--- src/rtl/bram_stream_pkg.sv ---
// Shared types and helpers for the BRAM stream controller.
package bram_stream_pkg;

  typedef enum logic [1:0] {IDLE, WR, RD} state_t;

  // Requested burst length saturated to the RAM depth.
  function automatic int unsigned clamp_len(input int unsigned req, input int unsigned depth);
    return (req > depth) ? depth : req;
  endfunction

endpackage

--- src/rtl/bram_stream_ctrl_if.sv ---
// Control, stream and RAM-initiator signals of bram_stream_ctrl.
interface bram_stream_ctrl_if #(
  parameter int MEM_WIDTH = 32,
  parameter int MEM_SIZE  = 24
);
  localparam int ADDR_W = $clog2(MEM_SIZE);
  localparam int LEN_W  = $clog2(MEM_SIZE + 1);

  logic                 start_wr;
  logic                 start_rd;
  logic [LEN_W-1:0]     len;
  logic                 busy;
  logic                 done;
  logic [MEM_WIDTH-1:0] din;
  logic                 din_valid;
  logic                 din_ready;
  logic [MEM_WIDTH-1:0] dout;
  logic                 dout_valid;
  logic                 dout_ready;
  logic                 ram_en;
  logic                 ram_we;
  logic [ADDR_W-1:0]    ram_addr;
  logic [MEM_WIDTH-1:0] ram_di;
  logic [MEM_WIDTH-1:0] ram_dout;

  modport master (
    input  start_wr, start_rd, len, din, din_valid, dout_ready, ram_dout,
    output busy, done, din_ready, dout, dout_valid, ram_en, ram_we, ram_addr, ram_di
  );

  modport slave (
    output start_wr, start_rd, len, din, din_valid, dout_ready, ram_dout,
    input  busy, done, din_ready, dout, dout_valid, ram_en, ram_we, ram_addr, ram_di
  );
endinterface

--- src/rtl/stream_fifo2.sv ---
// Two-entry register FIFO; head word is presented combinationally on dout.
module stream_fifo2 #(
  parameter int W = 32
) (
  input  logic         clk,
  input  logic         rst_n,
  input  logic         push,
  input  logic         pop,
  input  logic [W-1:0] din,
  output logic [W-1:0] dout,
  output logic [1:0]   occ
);
  logic [1:0][W-1:0] mem_q, mem_d;
  logic              wp_q, wp_d, rp_q, rp_d;
  logic [1:0]        occ_q, occ_d;

  always_comb begin
    mem_d = mem_q;
    if (push) mem_d[wp_q] = din;
    wp_d  = wp_q ^ push;
    rp_d  = rp_q ^ pop;
    occ_d = occ_q + {1'b0, push} - {1'b0, pop};
  end

  always_ff @(posedge clk or negedge rst_n) begin
    if (!rst_n) begin
      mem_q <= '0;
      wp_q  <= 1'b0;
      rp_q  <= 1'b0;
      occ_q <= 2'd0;
    end else begin
      mem_q <= mem_d;
      wp_q  <= wp_d;
      rp_q  <= rp_d;
      occ_q <= occ_d;
    end
  end

  assign dout = mem_q[rp_q];
  assign occ  = occ_q;
endmodule

--- src/rtl/bram_stream_ctrl.sv ---
// Turns a valid/ready stream into sequential BRAM write bursts and BRAM read
// bursts back into a valid/ready stream, hiding the one-cycle read latency.
module bram_stream_ctrl
  import bram_stream_pkg::*;
#(
  parameter int MEM_WIDTH = 32,
  parameter int MEM_SIZE  = 24
) (
  input logic               clk,
  input logic               rst_n,
  bram_stream_ctrl_if.master bus
);
  localparam int ADDR_W = $clog2(MEM_SIZE);
  localparam int LEN_W  = $clog2(MEM_SIZE + 1);

  state_t             state_q, state_d;
  logic [ADDR_W-1:0]  ptr_q, ptr_d;
  logic [LEN_W-1:0]   cnt_q, cnt_d;     // beats accepted (WR) or reads issued (RD)
  logic [LEN_W-1:0]   pops_q, pops_d;
  logic [LEN_W-1:0]   len_q, len_d;
  logic               inflight_q, inflight_d;
  logic               done_q, done_d;

  logic [LEN_W-1:0]   len_clamped;
  logic [1:0]         occ;
  logic               fifo_vld, pop;
  logic [2:0]         level;

  assign len_clamped = LEN_W'(clamp_len(32'(bus.len), 32'(MEM_SIZE)));
  assign fifo_vld    = (occ != 2'd0);
  assign pop         = fifo_vld & bus.dout_ready;
  assign level       = {1'b0, occ} + {2'b0, inflight_q};

  always_comb begin
    state_d      = state_q;
    ptr_d        = ptr_q;
    cnt_d        = cnt_q;
    pops_d       = pops_q;
    len_d        = len_q;
    inflight_d   = 1'b0;
    done_d       = 1'b0;
    bus.ram_en   = 1'b0;
    bus.ram_we   = 1'b0;
    bus.ram_addr = ptr_q;
    bus.ram_di   = bus.din;
    bus.din_ready = 1'b0;
    unique case (state_q)
      IDLE: begin
        if (bus.start_wr || bus.start_rd) begin
          if (len_clamped == '0) begin
            done_d = 1'b1;
          end else begin
            len_d   = len_clamped;
            ptr_d   = '0;
            cnt_d   = '0;
            pops_d  = '0;
            state_d = bus.start_wr ? WR : RD;
          end
        end
      end
      WR: begin
        bus.din_ready = 1'b1;
        if (bus.din_valid) begin
          bus.ram_en = 1'b1;
          bus.ram_we = 1'b1;
          ptr_d      = ptr_q + ADDR_W'(1);
          cnt_d      = cnt_q + LEN_W'(1);
          if (cnt_q == len_q - LEN_W'(1)) begin
            state_d = IDLE;
            done_d  = 1'b1;
          end
        end
      end
      RD: begin
        // Only issue when the word will have a FIFO slot on arrival.
        if ((cnt_q < len_q) && (level < (3'd2 + {2'b0, pop}))) begin
          bus.ram_en = 1'b1;
          ptr_d      = ptr_q + ADDR_W'(1);
          cnt_d      = cnt_q + LEN_W'(1);
          inflight_d = 1'b1;
        end
        if (pop) begin
          pops_d = pops_q + LEN_W'(1);
          if (pops_q == len_q - LEN_W'(1)) begin
            state_d = IDLE;
            done_d  = 1'b1;
          end
        end
      end
      default: state_d = IDLE;
    endcase
  end

  always_ff @(posedge clk or negedge rst_n) begin
    if (!rst_n) begin
      state_q    <= IDLE;
      ptr_q      <= '0;
      cnt_q      <= '0;
      pops_q     <= '0;
      len_q      <= '0;
      inflight_q <= 1'b0;
      done_q     <= 1'b0;
    end else begin
      state_q    <= state_d;
      ptr_q      <= ptr_d;
      cnt_q      <= cnt_d;
      pops_q     <= pops_d;
      len_q      <= len_d;
      inflight_q <= inflight_d;
      done_q     <= done_d;
    end
  end

  stream_fifo2 #(.W(MEM_WIDTH)) u_fifo (
    .clk   (clk),
    .rst_n (rst_n),
    .push  (inflight_q),
    .pop   (pop),
    .din   (bus.ram_dout),
    .dout  (bus.dout),
    .occ   (occ)
  );

  assign bus.dout_valid = fifo_vld;
  assign bus.busy       = (state_q != IDLE);
  assign bus.done       = done_q;
endmodule

--- src/flat_wrapper.sv ---
// flat-port wrapper written by rule: the top's interface ports become plain ports
module bram_stream_ctrl_flat import bram_stream_pkg::*;
#(
  parameter int MEM_WIDTH = 32,
  parameter int MEM_SIZE  = 24
)
  (clk, rst_n, bus_start_wr, bus_start_rd, bus_len, bus_din, bus_din_valid, bus_dout_ready, bus_ram_dout, bus_busy, bus_done, bus_din_ready, bus_dout, bus_dout_valid, bus_ram_en, bus_ram_we, bus_ram_addr, bus_ram_di);
  bram_stream_ctrl_if #(.MEM_WIDTH(MEM_WIDTH), .MEM_SIZE(MEM_SIZE)) bus_i ();
  input logic clk;
  input logic rst_n;
  input wire logic [$bits(bus_i.start_wr)-1:0] bus_start_wr;
  input wire logic [$bits(bus_i.start_rd)-1:0] bus_start_rd;
  input wire logic [$bits(bus_i.len)-1:0] bus_len;
  input wire logic [$bits(bus_i.din)-1:0] bus_din;
  input wire logic [$bits(bus_i.din_valid)-1:0] bus_din_valid;
  input wire logic [$bits(bus_i.dout_ready)-1:0] bus_dout_ready;
  input wire logic [$bits(bus_i.ram_dout)-1:0] bus_ram_dout;
  output wire logic [$bits(bus_i.busy)-1:0] bus_busy;
  output wire logic [$bits(bus_i.done)-1:0] bus_done;
  output wire logic [$bits(bus_i.din_ready)-1:0] bus_din_ready;
  output wire logic [$bits(bus_i.dout)-1:0] bus_dout;
  output wire logic [$bits(bus_i.dout_valid)-1:0] bus_dout_valid;
  output wire logic [$bits(bus_i.ram_en)-1:0] bus_ram_en;
  output wire logic [$bits(bus_i.ram_we)-1:0] bus_ram_we;
  output wire logic [$bits(bus_i.ram_addr)-1:0] bus_ram_addr;
  output wire logic [$bits(bus_i.ram_di)-1:0] bus_ram_di;
  assign bus_i.start_wr = bus_start_wr;
  assign bus_i.start_rd = bus_start_rd;
  assign bus_i.len = bus_len;
  assign bus_i.din = bus_din;
  assign bus_i.din_valid = bus_din_valid;
  assign bus_i.dout_ready = bus_dout_ready;
  assign bus_i.ram_dout = bus_ram_dout;
  assign bus_busy = bus_i.busy;
  assign bus_done = bus_i.done;
  assign bus_din_ready = bus_i.din_ready;
  assign bus_dout = bus_i.dout;
  assign bus_dout_valid = bus_i.dout_valid;
  assign bus_ram_en = bus_i.ram_en;
  assign bus_ram_we = bus_i.ram_we;
  assign bus_ram_addr = bus_i.ram_addr;
  assign bus_ram_di = bus_i.ram_di;
  bram_stream_ctrl #(.MEM_WIDTH(MEM_WIDTH), .MEM_SIZE(MEM_SIZE)) u_core (.clk(clk), .rst_n(rst_n), .bus(bus_i));
endmodule
--- config.mk ---
export PLATFORM = sky130hd
export DESIGN_NAME = bram_stream_ctrl_flat
export DESIGN_NICKNAME = d
export VERILOG_FILES = /design/src/rtl/bram_stream_pkg.sv /design/src/rtl/bram_stream_ctrl_if.sv /design/src/rtl/stream_fifo2.sv /design/src/rtl/bram_stream_ctrl.sv /design/src/flat_wrapper.sv
export SDC_FILE = /design/constraint.sdc
export NUM_CORES = 1
export LEC_CHECK = 0
export ABC_AREA = 1
export BUFFER_PORTS_ARGS = -buffer_cell sky130_fd_sc_hd__buf_2
export CORE_MARGIN = 2
export CORE_UTILIZATION = 25
export DETAILED_ROUTE_END_ITERATION = 12
export PLACE_DENSITY = 0.5
export SLEW_MARGIN = 40
export SYNTH_ARGS = -nofsm -noshare
export SYNTH_HDL_FRONTEND = slang
export SYNTH_HIERARCHICAL = 1
export SYNTH_SLANG_ARGS = --single-unit
export TNS_END_PERCENT = 30
--- constraint.sdc ---
create_clock -name clk -period 1.6 [get_ports clk]
set_input_delay 0 -clock clk [delete_from_list [all_inputs] [get_ports clk]]
set_output_delay 0 -clock clk [all_outputs]
set_load 0.03 [all_outputs]
==> impl_metrics.toml, run 1 <==
[timing]
final.setup.worst_slack_ns = -0.183
report.final.hold_viol_count = 0
timing.clock.skew_ns = 0.00673
timing_max_transition_violations_final = 0
transition_time_at_the_pin_with_the_least_slew_margin_ns = 0.558
timing.fmax_mhz = 561
final_min_period_over_clock_period = 1.11
rsz0062_at_grt = "yes"
fin_tns_setup_ns = -0.787
worst_slew_margin_rel = 0.628
min_period_ns = 1.78
hold_ws_ns = 0.0000116
finalSetupViolations = 17

[power_and_ir_drop]
power_frac_seq = 0.274
power.combinational.fraction = 0.580
switchingPower_uw = 6670
p_int_uw = 7660
clock_power_share = 0.147
swShare = 0.465
total_power_uw = 14300
power.density_nw_per_um2 = 2050
static-leakage-power_uw = 0.00339
irDropWorstVdd_mv = 0.841

[setup_path]
start_kind = "flip-flop"
path_max_fanout = 3
critPathKind = "reg -> out"
arrival_ns = 1.78
worst_ep_required_time_ns = 1.60
timing.critical_path.to_type = "output pin"

[yosys]
synth-warning-count = 6
synth_cell_types = 29
synth_area_leader_cell = "dfrtp_1"
post_synth.cell_area_avg_um2 = 8.48
yosys-top-cells-area = "dfrtp_1 43%, nand2_1 11%, o21ai_2 11%"
seq_area_frac_synth = 0.428
ys_seq_elements = 92
synth.net_count = 728
synthesis.instances = 634
yosys.area.top_type_share = 0.428
synth_area_um2 = 5380

[clocking]
cts_sinks = 92
clock_tree.buffer_depth = 2
tritoncts = "built"
tritoncts.num_buffers = 9
cts.clk_slew.worst_paths_ns = 0.07
clk_latency_ns = 0.35
cts-root-buf = "clkbuf_16"
cts_htree_levels = 3

[route]
antenna_left = 0
drc_violation_count_after_routing = 0
detailedRoute.firstIterationViolations = 145
routedWlPerCell_um = 11.7
num_vias = 4289
sum_of_routed_wire_length_over_all_layers_um = 12100
number_of_optimization_iterations_in_the_first_detailed_route_pass = 4
drt-vias-per-instance = 4.12

[final_layout]
mostFrequentLayoutCells = "158 x nand2_1, 96 x inv_1, 90 x dfrtp_1"
postLayoutCellArea_um2 = 6990
layout.cells.most_common = "nand2_1"
instances_no_fill = 1041
areaGrowthSynthToFinish_pct = 30.0
layout.filler_cells = 2234
final_nets = 855
post_route_cells_drive_above_1_share = 0.347
insertedDiodeCount = 0

[die]
fp.dieH_um = 151
placementRows = 53
die_area_um2 = 22700
initial_utilization = 0.255
core_area_um2 = 21100
die-width_um = 151
ioPinCount = 150

[grt]
maximum_number_of_pins_on_one_net_before_global_route_repair = 51
grt_pass1_vias = 4230
grt_first_pass_wirelength_um = 20100
grt_overflow_total = 0
global_route_total_usage_across_every_layer = 0.111
antenna_found_initial = 0

[place]
post-place-cells = 971
place_area_um2 = 6000
gp_routability_congestion = 0.801
port_buffers = 85
dp.final_hpwl_um = 8480

[status]
run_status = "complete, but fails checks"
violations = "negative setup slack"

[min_path]
min-delay-path-class = "in -> out"

[flow_run]
max_cap_viol_count = 0
## critical path, cell delays in order (launching register included)
cell     delay [ns]
dfrtp_1        0.40
ha_2           0.20
ha_4           0.21
o21ai_2        0.05
nand4_1        0.14
nor2_2         0.16
o21a_1         0.14
buf_6          0.13
## layout make-up
type / instances / area, um2 / share of cell area
clock buffer: 10 / 239 / 0.0342
clock inverter: 6 / 45.0 / 0.00644
inverter: 101 / 382 / 0.0546
multi-input combinational: 386 / 2390 / 0.342
sequential: 92 / 2310 / 0.330
tap: 275 / 344 / 0.0492
timing repair buffer: 171 / 1280 / 0.183
## kinds of logic (layout without fill, tap and decap cells)
| family | after synthesis | count (layout) | share of synthesized area |
|---|---|---|---|
| XOR/XNOR | 9 | 9 | 0.0147 |
| AND/OR/NAND/NOR | 242 | 243 | 0.191 |
| AO/OA/AOI/OAI | 115 | 115 | 0.157 |
| buffers and inverters | 157 | 288 | 0.164 |
| flip-flops | 92 | 92 | 0.428 |
| adder cells (fa/ha/maj) | 19 | 19 | 0.0442 |
## synth_stat cells, drive strengths merged
master and n:
a21oi 3, buf 56, dfrtp 92, ha 19, inv 101, nand2 167, nand3 39, nand3b 5
nand4 6, nor2 20, o2111ai 1, o21a 1, o21ai 108, o31ai 2, or2 5, xor2 9
## worst paths after layout
path | start | endpoint | slack [ns] | depth (start not counted)
worst max-delay path | u_core/u_fifo/occ[0] | bus_ram_en | -0.18 | 7
worst min-delay path | bus_din[8] | bus_ram_di[8] | 0.00001 | 0
worst max register to register | u_core/len_q[1] | u_core/bus.done | -0.10 | 11
worst min register to register | u_core/u_fifo/mem_q[26] | u_core/u_fifo/mem_q[26] | 0.50 | 2
max in group asynchronous | rst_n | u_core/u_fifo/mem_q[57] | 0.80 | 3
min in group asynchronous | rst_n | u_core/u_fifo/mem_q[16] | 0.16 | 2
## through the flow
step	setup slack [ns]	util
floorplan	0.0180	-
global placement	-0.0547	0.284
detailed placement	-0.0650	0.284
CTS	-0.240	0.323
global route	-0.295	0.331
finish	-0.183	0.331
## registers in the layout, summed over array words and instances (netlist names)
| signal | count |
|---|---|
| u_core/u_fifo/rp_q | 1 |
| u_core/len_q | 5 |
| u_core/pops_q | 5 |
| u_core/u_fifo/wp_q | 1 |
| u_core/inflight_q | 1 |
| u_core/bus.ram_addr | 5 |
| u_core/cnt_q | 5 |
| u_core/u_fifo/occ | 2 |
| u_core/u_fifo/mem_q | 64 |
| u_core/state_q | 2 |
| u_core/bus.done | 1 |
## power groups by stage
stage / clock network [uW] / registers, uW / logic [uW]
2_1_floorplan: 0 / 3830 / 5760
3_3_place_gp: 0 / 3950 / 7430
3_5_place_dp: 0 / 3970 / 7480
4_1_cts: 2210 / 3930 / 7920
5_1_grt: 2280 / 4060 / 9250
6_report: 2100 / 3920 / 8310
## timing repair
action                                  CTS  global route
endpoints found under the setup margin   17            22
pin swaps                                 7            26
cloned                                    0             2
resized for setup                        22            31
buffers inserted                          7             7
hold buffers                             39             0
hold endpoints to repair                106             0
## metal layers
layer / vias to the layer above / track usage / wire [um]
met3: 13 / 0.0218 / 550
met4: 0 / 0.0393 / 183
li1: 2227 / - / -
met5: - / 0 / 0
met2: 91 / 0.181 / 5510
met1: 1958 / 0.147 / 5910
No activity file was read; power rests on OpenSTA's default activity.
==> run 2, diff against run 1 <==
- CORE_UTILIZATION: 25 -> 48
- PLACE_DENSITY: 0.5 -> 0.81
- SETUP_SLACK_MARGIN: not set -> 0.4
==> impl_metrics.toml, run 2 (synthesized netlist as in run 1, its figures left out) <==
[place]
port_buffers = 85
preCtsSetupSlack_ns = -0.0888
dp.final_hpwl_um = 8250
post-place-cells = 827
gp_routability_congestion = 0.890

[die]
initial_utilization = 0.494
die_area_um2 = 12100
ioPinCount = 150
placementRows = 38
die-width_um = 110
fp.dieH_um = 110
core_area_um2 = 10900

[min_path]
min-delay-path-class = "in -> out"
hold_path.startpoint = "bus_din[8]"

[power_and_ir_drop]
p_int_uw = 9990
swShare = 0.480
clock_power_share = 0.093
power.combinational.fraction = 0.684
static-leakage-power_uw = 0.00434
switchingPower_uw = 9220
irDropWorstVdd_mv = 1.47
power_frac_seq = 0.222
power.density_nw_per_um2 = 2260

[status]
run_status = "complete, but fails checks"
violations = "negative setup slack"

[final_layout]
layout.cells.most_common = "dfrtp_1"
layout.filler_cells = 614
post_route_cells_drive_above_1_share = 0.552
instances_no_fill = 914
areaGrowthSynthToFinish_pct = 58.2
mostFrequentLayoutCells = "89 x dfrtp_1, 86 x inv_1, 84 x nand2_4"
largest_register_ffs = 64
top_register = "u_core/u_fifo/mem_q"
insertedDiodeCount = 0
final_nets = 863

[grt]
grt_pass1_vias = 4916
grt_first_pass_wirelength_um = 22600
grt_overflow_total = 0
maximum_number_of_pins_on_one_net_before_global_route_repair = 65
global_route_total_usage_across_every_layer = 0.243
antenna_found_initial = 0

[setup_path]
worst-r2r-setup-slack_ns = -0.22
startpoint = "u_core/len_q[2]"
worst_ep_required_time_ns = 1.60
path_max_fanout = 2
timing.critical_path.to_type = "output pin"
start_kind = "flip-flop"
critPathKind = "reg -> out"
worst_r2r_startpoint = "u_core/len_q[1]"
arrival_ns = 1.88

[route]
routedWlPerCell_um = 20.1
number_of_optimization_iterations_in_the_first_detailed_route_pass = 6
detailedRoute.firstIterationViolations = 288
num_vias = 4991
drc_violation_count_after_routing = 0
drt-vias-per-instance = 5.46
antenna_left = 0
sum_of_routed_wire_length_over_all_layers_um = 18400

[timing]
report.final.hold_viol_count = 0
worst_slew_margin_rel = 0.617
timing.fmax_mhz = 531
final.setup.worst_slack_ns = -0.285
rsz0062_at_grt = "yes"
final_min_period_over_clock_period = 1.18
timing.clock.skew_ns = 0.00937
fin_tns_setup_ns = -2.08
min_period_ns = 1.88
finalSetupViolations = 15
transition_time_at_the_pin_with_the_least_slew_margin_ns = 0.574
hold_ws_ns = 0.0000132
timing_max_transition_violations_final = 0

[clocking]
cts_htree_levels = 3
cts-root-buf = "clkbuf_8"
cts.clk_slew.worst_paths_ns = 0.09
tritoncts = "built"
tritoncts.num_buffers = 9
clock_tree.buffer_depth = 2
clk_latency_ns = 0.37
cts_sinks = 92

[flow_run]
max_cap_viol_count = 0
run 2: changes by cell type in the layout (fill, tap and decap cells not counted), moves of 6 or more:
cell,delta
buf_16,+7
buf_4,-19
nand3_1,-6
nand2_2,+18
inv_1,-10
o21ai_1,-18
clkbuf_8,+9
clkbuf_16,-8
o21ai_4,+32
o21ai_0,-14
buf_6,+46
nand2_4,+82
nand2_1,-102
buf_2,-34
run 2: layout make-up:
class	instances	area [um2]	area share
clock buffers	11	141	0.0166
repair buffers	179	1830	0.216
inverters	101	397	0.0467
flip-flops and latches	92	2310	0.272
clock inverters	5	85.1	0.0100
well taps	140	175	0.0206
multi-input cells	386	3560	0.419
run 2: per-stage QoR:
stage	instance area [um2]	total power (uW)	util
finish	8500	19200	0.781
global placement	5780	11000	0.531
floorplan	5420	9690	-
CTS	7380	16200	0.678
global route	8500	20200	0.781
detailed placement	5780	11300	0.531
run 2: critical path, stage by stage (launching register included):
cell	delay (ns)
dfrtp_1	0.38
inv_2	0.07
ha_4	0.17
nor2_1	0.18
o21ai_2	0.09
o2111ai_2	0.07
nand4_1	0.15
nor2_2	0.16
o21a_1	0.14
buf_6	0.13
run 2: what timing repair did:
action	4_1_cts	5_1_grt
gates resized for setup	200	238
pin swaps	41	134
hold buffers	39	0
endpoints found under the hold margin	164	0
gates cloned	6	2
setup buffers	13	11
setup endpoints to repair	109	97
run 2: path summary, 6_finish.rpt:
| check | endpoint | cells after the start |
|---|---|---|
| max in group asynchronous | u_core/u_fifo/occ[1] | 3 |
| min reg2reg | u_core/u_fifo/mem_q[32] | 2 |
| max reg2reg | u_core/state_q[0] | 12 |
| min | bus_ram_di[8] | 0 |
| max | bus_ram_en | 9 |
| min in group asynchronous | u_core/u_fifo/mem_q[50] | 2 |
run 2: metal layers:
| metal | routed length [um] | global-route usage | vias up |
|---|---|---|---|
| met5 | 0 | 0 | - |
| met1 | 6830 | 0.266 | 2459 |
| li1 | - | - | 2249 |
| met3 | 1230 | 0.0658 | 56 |
| met2 | 9630 | 0.441 | 227 |
| met4 | 674 | 0.100 | 0 |
run 2: power by group through the flow:
stage / registers (uW) / clock network [uW] / logic (uW)
finish: 4270 / 1790 / 13100
global placement: 3920 / 0 / 7060
floorplan: 3840 / 0 / 5850
CTS: 4000 / 1800 / 10400
detailed placement: 3960 / 0 / 7360
global route: 4330 / 1930 / 14000
